$ cat src/rtl/alu_pkg.sv
// alu_pkg: shared ALU types and constants (multiplier FSM states, widths, Booth select codes)
package alu_pkg;
  localparam int WIDTH = 8;
  localparam int ITER  = 8;
  localparam logic [1:0] BOOTH_ADD = 2'b01;
  localparam logic [1:0] BOOTH_SUB = 2'b10;
  typedef enum logic [1:0] {IDLE, RUN, DONE} state_t;
endpackage

$ cat src/rtl/mlcla.sv
// mlcla: 8-bit two-level carry-lookahead adder (two 4-bit groups plus group lookahead)
// ports: x, y = addends; c0 = carry-in; sum = x+y+c0 (8 bits); c8 = carry-out
module mlcla
  import alu_pkg::*;
(
  input  logic [WIDTH-1:0] x,
  input  logic [WIDTH-1:0] y,
  input  logic             c0,
  output logic [WIDTH-1:0] sum,
  output logic             c8
);
  logic [7:0] w_g, w_p, w_c;
  logic [1:0] w_gg, w_gp, w_cin;
  assign w_g = x & y;
  assign w_p = x ^ y;
  assign w_cin[0] = c0;
  assign w_cin[1] = w_gg[0] | (w_gp[0] & c0);
  assign c8 = w_gg[1] | (w_gp[1] & w_gg[0]) | (w_gp[1] & w_gp[0] & c0);
  for (genvar k = 0; k < 2; k++) begin : g_grp
    logic [3:0] w_gk, w_pk;
    assign w_gk = w_g[4*k +: 4];
    assign w_pk = w_p[4*k +: 4];
    assign w_gg[k] = w_gk[3] | (w_pk[3] & w_gk[2]) | (w_pk[3] & w_pk[2] & w_gk[1])
                   | (w_pk[3] & w_pk[2] & w_pk[1] & w_gk[0]);
    assign w_gp[k] = &w_pk;
    assign w_c[4*k]   = w_cin[k];
    assign w_c[4*k+1] = w_gk[0] | (w_pk[0] & w_cin[k]);
    assign w_c[4*k+2] = w_gk[1] | (w_pk[1] & w_gk[0]) | (w_pk[1] & w_pk[0] & w_cin[k]);
    assign w_c[4*k+3] = w_gk[2] | (w_pk[2] & w_gk[1]) | (w_pk[2] & w_pk[1] & w_gk[0])
                      | (w_pk[2] & w_pk[1] & w_pk[0] & w_cin[k]);
  end
  assign sum = w_p ^ w_c;
endmodule

$ cat src/rtl/booth_mul_seq.sv
// booth_mul_seq: sequential radix-2 Booth 8x8 signed multiplier using mlcla as its adder
// ports: clk, rst (async, active-high); start/a/b = request and operands;
//        busy = iterating; done = one-cycle result pulse; product = signed {A,Q}
// option: MUL_ZERO_SKIP_EN finishes immediately with product 0 when an operand is zero
module booth_mul_seq
  import alu_pkg::*;
(
  input  logic         clk,
  input  logic         rst,
  input  logic         start,
  input  logic [7:0]   a,
  input  logic [7:0]   b,
  output logic         busy,
  output logic         done,
  output logic [15:0]  product
);
  state_t      r_state, w_next;
  logic [7:0]  r_a, r_q, r_m;
  logic        r_q1;
  logic [3:0]  r_count;
  logic [15:0] r_product;
  logic [1:0]  w_sel;
  logic        w_add, w_sub, w_act, w_ovf, w_sign, w_last, w_zero, w_unused_c8;
  logic [7:0]  w_y, w_s, w_sum, w_a_nx, w_q_nx;
  assign w_sel = {r_q[0], r_q1};
  assign w_add = w_sel == BOOTH_ADD;
  assign w_sub = w_sel == BOOTH_SUB;
  assign w_act = w_add | w_sub;
  assign w_y   = w_sub ? ~r_m : r_m;
  mlcla u_add (.x(r_a), .y(w_y), .c0(w_sub), .sum(w_s), .c8(w_unused_c8));
  assign w_sum = w_act ? w_s : r_a;
  // A is only 8 bits, so the sign shifted in must be the true 9-bit sign of the sum
  assign w_ovf  = w_act && (r_a[7] == w_y[7]) && (w_s[7] != r_a[7]);
  assign w_sign = w_ovf ? ~w_sum[7] : w_sum[7];
  assign w_a_nx = {w_sign, w_sum[7:1]};
  assign w_q_nx = {w_sum[0], r_q[7:1]};
  assign w_last = r_count == 4'(ITER - 1);
`ifdef MUL_ZERO_SKIP_EN
  assign w_zero = (a == '0) || (b == '0);
`else
  assign w_zero = 1'b0;
`endif
  always_ff @(posedge clk or posedge rst)
    if (rst) r_state <= IDLE;
    else r_state <= w_next;
  always_comb begin
    w_next = r_state;
    case (r_state)
      IDLE:    w_next = start ? (w_zero ? DONE : RUN) : IDLE;
      RUN:     w_next = w_last ? DONE : RUN;
      default: w_next = IDLE;
    endcase
  end
  always_comb begin
    busy = r_state == RUN;
    done = r_state == DONE;
  end
  always_ff @(posedge clk or posedge rst)
    if (rst) begin
      r_a       <= '0;
      r_q       <= '0;
      r_m       <= '0;
      r_q1      <= 1'b0;
      r_count   <= '0;
      r_product <= '0;
    end else if (r_state == IDLE && start) begin
      r_m     <= a;
      r_q     <= b;
      r_a     <= '0;
      r_q1    <= 1'b0;
      r_count <= '0;
      if (w_zero) r_product <= '0;
    end else if (r_state == RUN) begin
      r_a     <= w_a_nx;
      r_q     <= w_q_nx;
      r_q1    <= r_q[0];
      r_count <= r_count + 4'd1;
      if (w_last) r_product <= {w_a_nx, w_q_nx};
    end
  assign product = r_product;
endmodule

$ cat config.mk
export PLATFORM = sky130hd
export DESIGN_NAME = booth_mul_seq
export DESIGN_NICKNAME = d
export VERILOG_FILES = /design/src/rtl/alu_pkg.sv /design/src/rtl/mlcla.sv /design/src/rtl/booth_mul_seq.sv
export SDC_FILE = /design/constraint.sdc
export NUM_CORES = 1
export LEC_CHECK = 0
export CAP_MARGIN = 20
export CORE_ASPECT_RATIO = 0.5
export CORE_UTILIZATION = 30
export DETAILED_ROUTE_END_ITERATION = 10
export SLEW_MARGIN = 20
export SYNTH_ARGS = -nofsm -noshare
export SYNTH_HDL_FRONTEND = slang
export SYNTH_SLANG_ARGS = --single-unit
$ cat constraint.sdc
create_clock -name clk -period 5.14 [get_ports clk]
set_clock_uncertainty 0.1 [all_clocks]
set_input_delay 1.285 -clock clk [delete_from_list [all_inputs] [get_ports clk]]
set_output_delay 1.285 -clock clk [all_outputs]
set_load 0.05 [all_outputs]
Word level (Yosys, flattened, before mapping). Index checks and enable logic that the tools add are counted. Widths: inputs -> output; s select.

Bits in registers: 47. Input port bits: 19. Output and inout port bits: 18. Logic and storage cells: 83.

Add/subtract/negate cells: 1. Eq/ne operators: 7. Mux-type cells: 14. Bitwise gates (word level): 47. Reduce and logical (&&, ||, !) cells: 7.

Operators with widths (number): $mux 8 (6); $and 1x1->1 (24); $or 1x1->1 (17); $xor 8x8->8 (2); $mux 4 (2); $not 8->8 (1); $and 7x7->7 (1); $add 4x1->4 const B (1); $eq 2x1->1 const B (2); $eq 2x2->1 const B (2); $eq 4x3->1 const B (1); $mux 1 (4); $pmux 2 s2 (1); $reduce_and 4->1 (1); $logic_and 1x1->1 (3); $reduce_and 3->1 (1); $logic_not 2->1 (1); $mux 2 (1); $not 1->1 (2); $reduce_bool 2->1 (1); $eq 1x1->1 (1); $ne 1x1->1 (1).

Longest topological paths before layout. Gate-level depths: netlist (run 1).

Depth in word-level cells: 16. Gate-level depth with buffers: 13. Gate-level depth less buffers: 12.

By module. From an unflattened synthesis (run 1), not the netlist that was laid out.

Cells, all modules: 211. Area, all modules: 2369.8 sq um.

Modules (own cells, without submodules): booth_mul_seq (times used 1, cells an instance 175, area an instance 2048.2 sq um, sequential area each 1176.1 sq um); mlcla (times used 1, cells an instance 36, area an instance 321.6 sq um, sequential area each 0.0 sq um).

Worst setup path before layout (run 1). No wires, ideal clock.

Path kind: flip-flop to flip-flop. Start: reg r_q[0]. End: reg r_product[12] (netlist: product[12]). Library setup time: 130 ps. Data arrival time: 2500 ps. Required time: 4910 ps. Path slack: 2410 ps. Stages on the path, launching flop included: 13. Path buffers: 1. Clock period less this slack: 2730 ps. Cell sequence: dfrtp_1 ha_1 buf_6 xor2_1 ha_1 a21o_1 a21oi_2 nand2_1 fa_1 xnor2_1 nor2_1 a21oi_1 o21ai_0.

Word-level cells in the longest chain between the ends: 12. Elaborated cells between the ends (all ways): 21. Classes of those cells: 2 x eq/ne; 2 x mux; 16 x bitwise; 1 x reduce/logical.

Ends and longest elaborated chain: start, declared (RTL line booth_mul_seq.sv:18) `logic [7:0] r_a, r_q, r_m;`; start signal, assigned (RTL line booth_mul_seq.sv:75) `r_q <= w_q_nx;`; $eq 2x2->1 (RTL line booth_mul_seq.sv:27) `assign w_sub = w_sel == BOOTH_SUB;`; $mux 8 (RTL line booth_mul_seq.sv:29) `assign w_y = w_sub ? ~r_m : r_m;`; $xor 8x8->8 / $and 7x7->7 (equally long branches) (RTL line mlcla.sv:15, mlcla.sv:14); $and 1x1->1, on equally long branches (RTL line mlcla.sv:23, mlcla.sv:24); $or 1x1->1, or another cell as far along (RTL line mlcla.sv:23) `assign w_gg[k] = w_gk[3] | (w_pk[3] & w_gk[2]) | (w_pk[3] & w_pk[2] & w_gk[1])`; $or 1x1->1 / $and 1x1->1 (equally long branches) (RTL line mlcla.sv:23, mlcla.sv:24); $or 1x1->1 (RTL line mlcla.sv:24) `| (w_pk[3] & w_pk[2] & w_pk[1] & w_gk[0]);`; $or 1x1->1 (RTL line mlcla.sv:17) `assign w_cin[1] = w_gg[0] | (w_gp[0] & c0);`; $and 1x1->1 (RTL line mlcla.sv:27) `assign w_c[4*k+1] = w_gk[0] | (w_pk[0] & w_cin[k]);`; $or 1x1->1 (RTL line mlcla.sv:27); $xor 8x8->8 (RTL line mlcla.sv:32) `assign sum = w_p ^ w_c;`; $mux 8 * (RTL line booth_mul_seq.sv:31) `assign w_sum = w_act ? w_s : r_a;`; end signal, assigned (RTL line booth_mul_seq.sv:78) `if (w_last) r_product <= {w_a_nx, w_q_nx};`; end, declared (RTL line booth_mul_seq.sv:21) `logic [15:0] r_product;`.

Every way passes the cells marked *; elsewhere a longest branch is shown, timed or not. A chain may end at the register's enable or synchronous reset.

Worst setup path in the final report (run 1).
Start: reg r_state[0]. End: out busy.

Word-level cells in the longest chain between the ends: 1.

Ends and longest elaborated chain: start, declared (RTL line booth_mul_seq.sv:17) `state_t r_state, w_next;`; start signal, assigned (RTL line booth_mul_seq.sv:45) `else r_state <= w_next;`; $eq 2x1->1 (RTL line booth_mul_seq.sv:55) `busy = r_state == RUN;`; end, declared (RTL line booth_mul_seq.sv:13) `output logic busy,`.

No other way between the ends.

==> flow_metrics.tcl, run 1 <==
set metrics [dict create \
    cts_resized 0 \
    synthFlopType "dfrtp_1" \
    syn_area_sq_um 2410 \
    setup_slack_ns 1.67 \
    crit_family "buffers and inverters" \
    clkSlewWorstSetupHoldPaths_ns 0.07 \
    cts_tree "yes" \
    min_period_ns 3.47 \
    routedWlPerCell_um 13.6 \
    core_sq_um 7540 \
    start_kind "flip-flop" \
    via_per_inst 4.74 \
    drive_gt1_share_pct 8.16 \
    hold_path_class "reg2reg" \
    nNetsFinal 310 \
    timing.setup.tns_ns 0 \
    synthCells 248 \
    met3_length_um 244 \
    yosysWarningCount 0 \
    drtIter0Drc 134 \
    synthesis.nets 277 \
    grt_first_pass_wirelength_um 9010 \
    crit_buf_inv 2 \
    cp_slowest_cell "clkdlybuf4s50_1" \
    route.detailed.drc 0 \
    grt_antenna_before_repair 0 \
    ys_types 46 \
    area_growth_syn_to_layout_pct 25.5 \
    grt_max_degree 48 \
    die_area_sq_um 8410 \
    cts.sinks 47 \
    slew_viol_final 0 \
    end_kind "output port" \
    critical_path.max_stage_delay_ns 0.83 \
    wl_met1_um 2710 \
    die_x_um 129 \
    chipHeight_um 65.3 \
    gp_congestion 0.799 \
    dr.pass1.iters 4 \
    dpl.hpwl_um 3770 \
    rsz0062_at_grt "no" \
    ant_nets 0 \
    cp.arrival_ns 2.08 \
    cts_made_buffers 5 \
    place_ws_ns 1.87 \
    dr.max_layer_used "met4" \
    htreeDepth 2 \
    crit_type "reg2out" \
    clockBufferDepth 2 \
    synthArstFlopShare_pct 100 \
    clock.fmax_mhz 288 \
    synth_top_area_cell "dfrtp_1" \
    synth_edf_count 0 \
    clock-root-buffer "clkbuf_16" \
    synth_seq_area_share_pct 48.9 \
    clk_latency_ns 0.29 \
    relSlewSlack_pct 45.2 \
    worst_pin_slew_ns 0.822 \
    cts_hold_buf 0 \
    dr_total_vias 1849 \
    yosysTopAreaCellShare_pct 48.9 \
    yosys-top-cells-area "dfrtp_1 (49%), nand2_1 (10%), ha_1 (4.7%), o21ai_0 (4.0%), xor2_1 (3.6%)" \
    routed_wl_um 5320 \
    first_global_vias 1895 \
    post_cts_buffers 0 \
    crit_fanout 13 \
    initial_core_util_pct 31.9 \
    run_status "complete, no violations" \
    portBuffers 36 \
    finalSetupViolCount 0 \
    diodes 0 \
    wl_met2_um 2280 \
    holdWs_ns 0.372 \
    path_cells "nand2b_4, inv_2, clkdlybuf4s50_1" \
    rows 22 \
    synth-seq-cells 47 \
    fin_crit_sh_pct 67.5 \
    hold_viol_final 0 \
    overflow 0 \
    avgSynthCellArea_sq_um 9.71 \
    required_ns 3.75 \
    ios 37 \
    maxCapViolCount 0 \
    gr-usage-all-layers_pct 14.0 \
]
[logic make-up (layout without fill, tap and decap cells)]
logic type	Yosys count	count (layout)	synth area share (%)
flip-flops	47	47	48.9
multiplexers	5	5	2.39
buffers and inverters	17	51	3.43
XOR/XNOR	13	13	4.73
adder cells (fa/ha/maj)	10	10	5.51
AO/OA/AOI/OAI	60	60	16.9
AND/OR/NAND/NOR	96	96	18.2
[cell type report]
type                    count  area (sq um)
fillers                   756          4520
flip-flops and latches     47          1180
multi-input cells         184          1150
repair buffers             37           368
well taps                 108           135
clock buffers               5           125
clock inverters             3          43.8
inverters                   6          23.8
[cells in the mapped netlist (all sizes together) (5+ instances only)]
library cell,count
o21ai,20
dfrtp,47
clkbuf,7
inv,6
xor2,10
a22o,5
ha,9
nand2,67
a22oi,8
nor2,9
a21oi,11
[metal layers]
| metal | GRT usage (%) | vias up |
|---|---|---|
| met2 | 21.8 | 37 |
| met5 | 0 | - |
| li1 | - | 918 |
| met1 | 19.2 | 886 |
| met4 | 4.41 | 0 |
| met3 | 3.58 | 8 |
[registers in the layout (all words and copies together) (netlist names)]
signal and count:
product 16, r_a 8, r_count 4, r_m 8, r_q 8, r_q1 1
r_state 2
[path summary, 6_finish.rpt]
path / cells past startpoint / end / slack, ns / start
min in group asynchronous: 2 / product[4]$_DFFE_PP0P_ / 1.36 / rst
hold / removal: 2 / product[2]$_DFFE_PP0P_ / 0.37 / product[2]$_DFFE_PP0P_
setup reg to reg: 12 / product[12]$_DFFE_PP0P_ / 1.99 / r_q1$_DFFE_PP0P_
max in group asynchronous: 2 / r_a[7]$_DFFE_PP0P_ / 3.09 / rst
setup / recovery: 3 / busy / 1.67 / r_state[0]$_DFF_PP0_
hold reg to reg: 2 / product[2]$_DFFE_PP0P_ / 0.37 / product[2]$_DFFE_PP0P_
[stage by stage]
step	cell area [sq um]	instances	util [%]
finish	3020	390	40.0
global route	3020	390	40.0
CTS	3020	390	40.0
detailed placement	2850	382	37.8
global placement	2850	382	37.8
floorplan	2410	248	-
[worst reg2reg max path, stage by stage, from the launching register on]
cell and delay [ns]:
dfrtp_1 0.38, inv_1 0.06, ha_1 0.48, xor2_1 0.15, ha_1 0.40, a21o_1 0.21
a21oi_2 0.27, nand2_1 0.11, fa_1 0.39, xnor2_1 0.16, nor2_1 0.05, a21oi_1 0.16
o21ai_0 0.10
[placed cells by master (no fill, tap or decap), types with 2 or more instances in the layout]
cell type        Yosys  layout
a22oi_1              8       8
clkinv_2             0       2
a21oi_1             10      10
nand2b_1             2       2
a211o_1              2       2
nand3_1              3       3
ha_1                 9       9
dfrtp_1             47      47
xor2_1              10      10
xnor2_1              3       3
o31ai_1              3       3
nand2_1             67      67
inv_1                4       3
nor3_1               2       2
clkbuf_16            0       5
inv_2                2       2
nor2_1               9       9
nand4_1              2       2
o21ai_0             19      19
a22o_1               5       5
nor2b_1              4       4
clkdlybuf4s50_1      0      36
a21o_1               2       2
mux2i_1              2       2
mux2_2               2       2
Power of run 1 is left out: the tool's default activity adds up to more than one toggle a clock period on the data nets, which glitch-free logic cannot reach.
==> run 2: changes to the inputs <==
==> constraint.sdc (replaced) <==
create_clock -name clk -period 3.56 [get_ports clk]
set_clock_uncertainty 0.1 [all_clocks]
set_input_delay 0.89 -clock clk [delete_from_list [all_inputs] [get_ports clk]]
set_output_delay 0.89 -clock clk [all_outputs]
set_load 0.05 [all_outputs]
==> run 2 against run 1 <==
  * Design area down 0.58%
  * Final cell count up 0.26%
  * Hold slack worse by 0.00064 ns
  * Sequential cell count unchanged
  * Utilization down 0.23 points
  * Non-clock buffer count up 3
  * First-iteration DRC count up 6.7%
  * Via count up 0.43%
==> flow_metrics.tcl, run 2 (synthesized netlist as in run 1, its figures left out) <==
set metrics [dict create \
    run_status "complete, no violations" \
    finalSetupViolCount 0 \
    hold_path.startpoint "product[3]$_DFFE_PP0P_" \
    min_period_ns 3.05 \
    drive_gt1_share_pct 8.13 \
    cts_resized 0 \
    dpl.hpwl_um 3840 \
    clockBufferDepth 2 \
    chipHeight_um 65.3 \
    core_sq_um 7540 \
    maxCapViolCount 0 \
    worstHoldPathCells 2 \
    route.detailed.drc 0 \
    fin_crit_sh_pct 85.7 \
    ant_nets 0 \
    reg2reg_slack_ns 0.51 \
    first_global_vias 1803 \
    slew_viol_final 0 \
    clk_latency_ns 0.29 \
    cts_tree "yes" \
    diodes 0 \
    htreeDepth 2 \
    end_kind "output port" \
    grt_first_pass_wirelength_um 8760 \
    dr_total_vias 1857 \
    nNetsFinal 313 \
    via_per_inst 4.75 \
    grt_antenna_before_repair 0 \
    routed_wl_um 5340 \
    routedWlPerCell_um 13.7 \
    rsz0062_at_grt "no" \
    gr-usage-all-layers_pct 13.7 \
    start_kind "flip-flop" \
    area_growth_syn_to_layout_pct 24.7 \
    layout_common_cells "nand2_1 (67), dfrtp_1 (47), clkdlybuf4s50_1 (36)" \
    largest_reg_flops 16 \
    crit_type "reg2out" \
    dr.pass1.iters 4 \
    hold_viol_final 0 \
    clock.fmax_mhz 328 \
    crit-reg2reg-capture "product[12]$_DFFE_PP0P_" \
    overflow 0 \
    hold_path_class "reg2reg" \
    die_area_sq_um 8410 \
    r2r_cells 11 \
    initial_core_util_pct 31.9 \
    post_cts_buffers 0 \
    cts_made_buffers 5 \
    crit_fanout 13 \
    die_x_um 129 \
    min_to "product[3]$_DFFE_PP0P_" \
    relSlewSlack_pct 45.2 \
    worst_pin_slew_ns 0.821 \
    required_ns 2.57 \
    grt_max_degree 48 \
    clkSlewWorstSetupHoldPaths_ns 0.06 \
    rows 22 \
    timing.setup.tns_ns 0 \
    mostFrequentLayoutCell "nand2_1" \
    r2r_start "r_q[0]$_DFFE_PP0P_" \
    cp.arrival_ns 2.06 \
    cts_hold_buf 0 \
    cts.sinks 47 \
    drtIter0Drc 143 \
    clock-root-buffer "clkbuf_16" \
    gp_congestion 0.807 \
    setup_slack_ns 0.509 \
    portBuffers 36 \
    place_ws_ns 0.516 \
    ios 37 \
]
[run 2: cell count changes in the layout (fill, tap and decap cells not counted), sizes merged]
cell | before | now
buf | 1 | 4
clkinv | 3 | 1
bufinv | 1 | 0
clkbuf | 5 | 6
[run 2: routing by layer]
metal	wire (um)	vias up	global-route usage, %
li1	-	923	-
met1	2690	877	19.4
met2	2310	50	21.1
met3	290	7	3.01
met4	51	0	3.97
met5	0	-	0
[run 2: worst max-delay path: stages (launching register included)]
cell	delay [ns]
dfrtp_1	0.51
nand2b_4	0.25
inv_2	0.18
clkdlybuf4s50_1	0.83
[run 2: through the flow]
stage               instance area [sq um]  std cells  util (%)  hold slack [ns]
finish                               3000        391      39.8            0.371
global route                         3000        391      39.8            0.405
CTS                                  3000        391      39.8            0.381
detailed placement                   2870        385      38.1            0.367
global placement                     2870        385      38.1            0.361
floorplan                            2410        248         -            0.358
[run 2: how the worst max path moves through the flow]
stage / start / endpoint / slack, ns
2_1_floorplan: r_q[0]$_DFFE_PP0P_ / product[12]$_DFFE_PP0P_ / 0.83
3_3_place_gp: r_q1$_DFFE_PP0P_ / product[12]$_DFFE_PP0P_ / 0.61
3_5_place_dp: r_q1$_DFFE_PP0P_ / product[12]$_DFFE_PP0P_ / 0.52
4_1_cts: r_state[1]$_DFF_PP0_ / busy / 0.50
5_1_grt: r_q1$_DFFE_PP0P_ / product[12]$_DFFE_PP0P_ / 0.24
6_report: r_state[1]$_DFF_PP0_ / busy / 0.51
[run 2: cell type report]
cell class | count | area, sq um
fillers | 764 | 4540
well taps | 108 | 135
flip-flops and latches | 47 | 1180
inverters | 6 | 23.8
clock buffers | 6 | 129
repair buffers | 40 | 390
multi-input cells | 184 | 1150
Power of run 2 is left out for the same reason.
==> run 3: changes to the inputs <==
--- a/config.mk
+++ b/config.mk
@@ -9,6 +9,7 @@
 export CORE_ASPECT_RATIO = 0.5
 export CORE_UTILIZATION = 30
 export DETAILED_ROUTE_END_ITERATION = 10
+export HOLD_SLACK_MARGIN = 0.06
 export SLEW_MARGIN = 20
 export SYNTH_ARGS = -nofsm -noshare
 export SYNTH_HDL_FRONTEND = slang
==> results of run 3 <==
Same layout as run 2: the final DEF is identical, and so are final timing and power.
Power of run 3 is left out for the same reason.
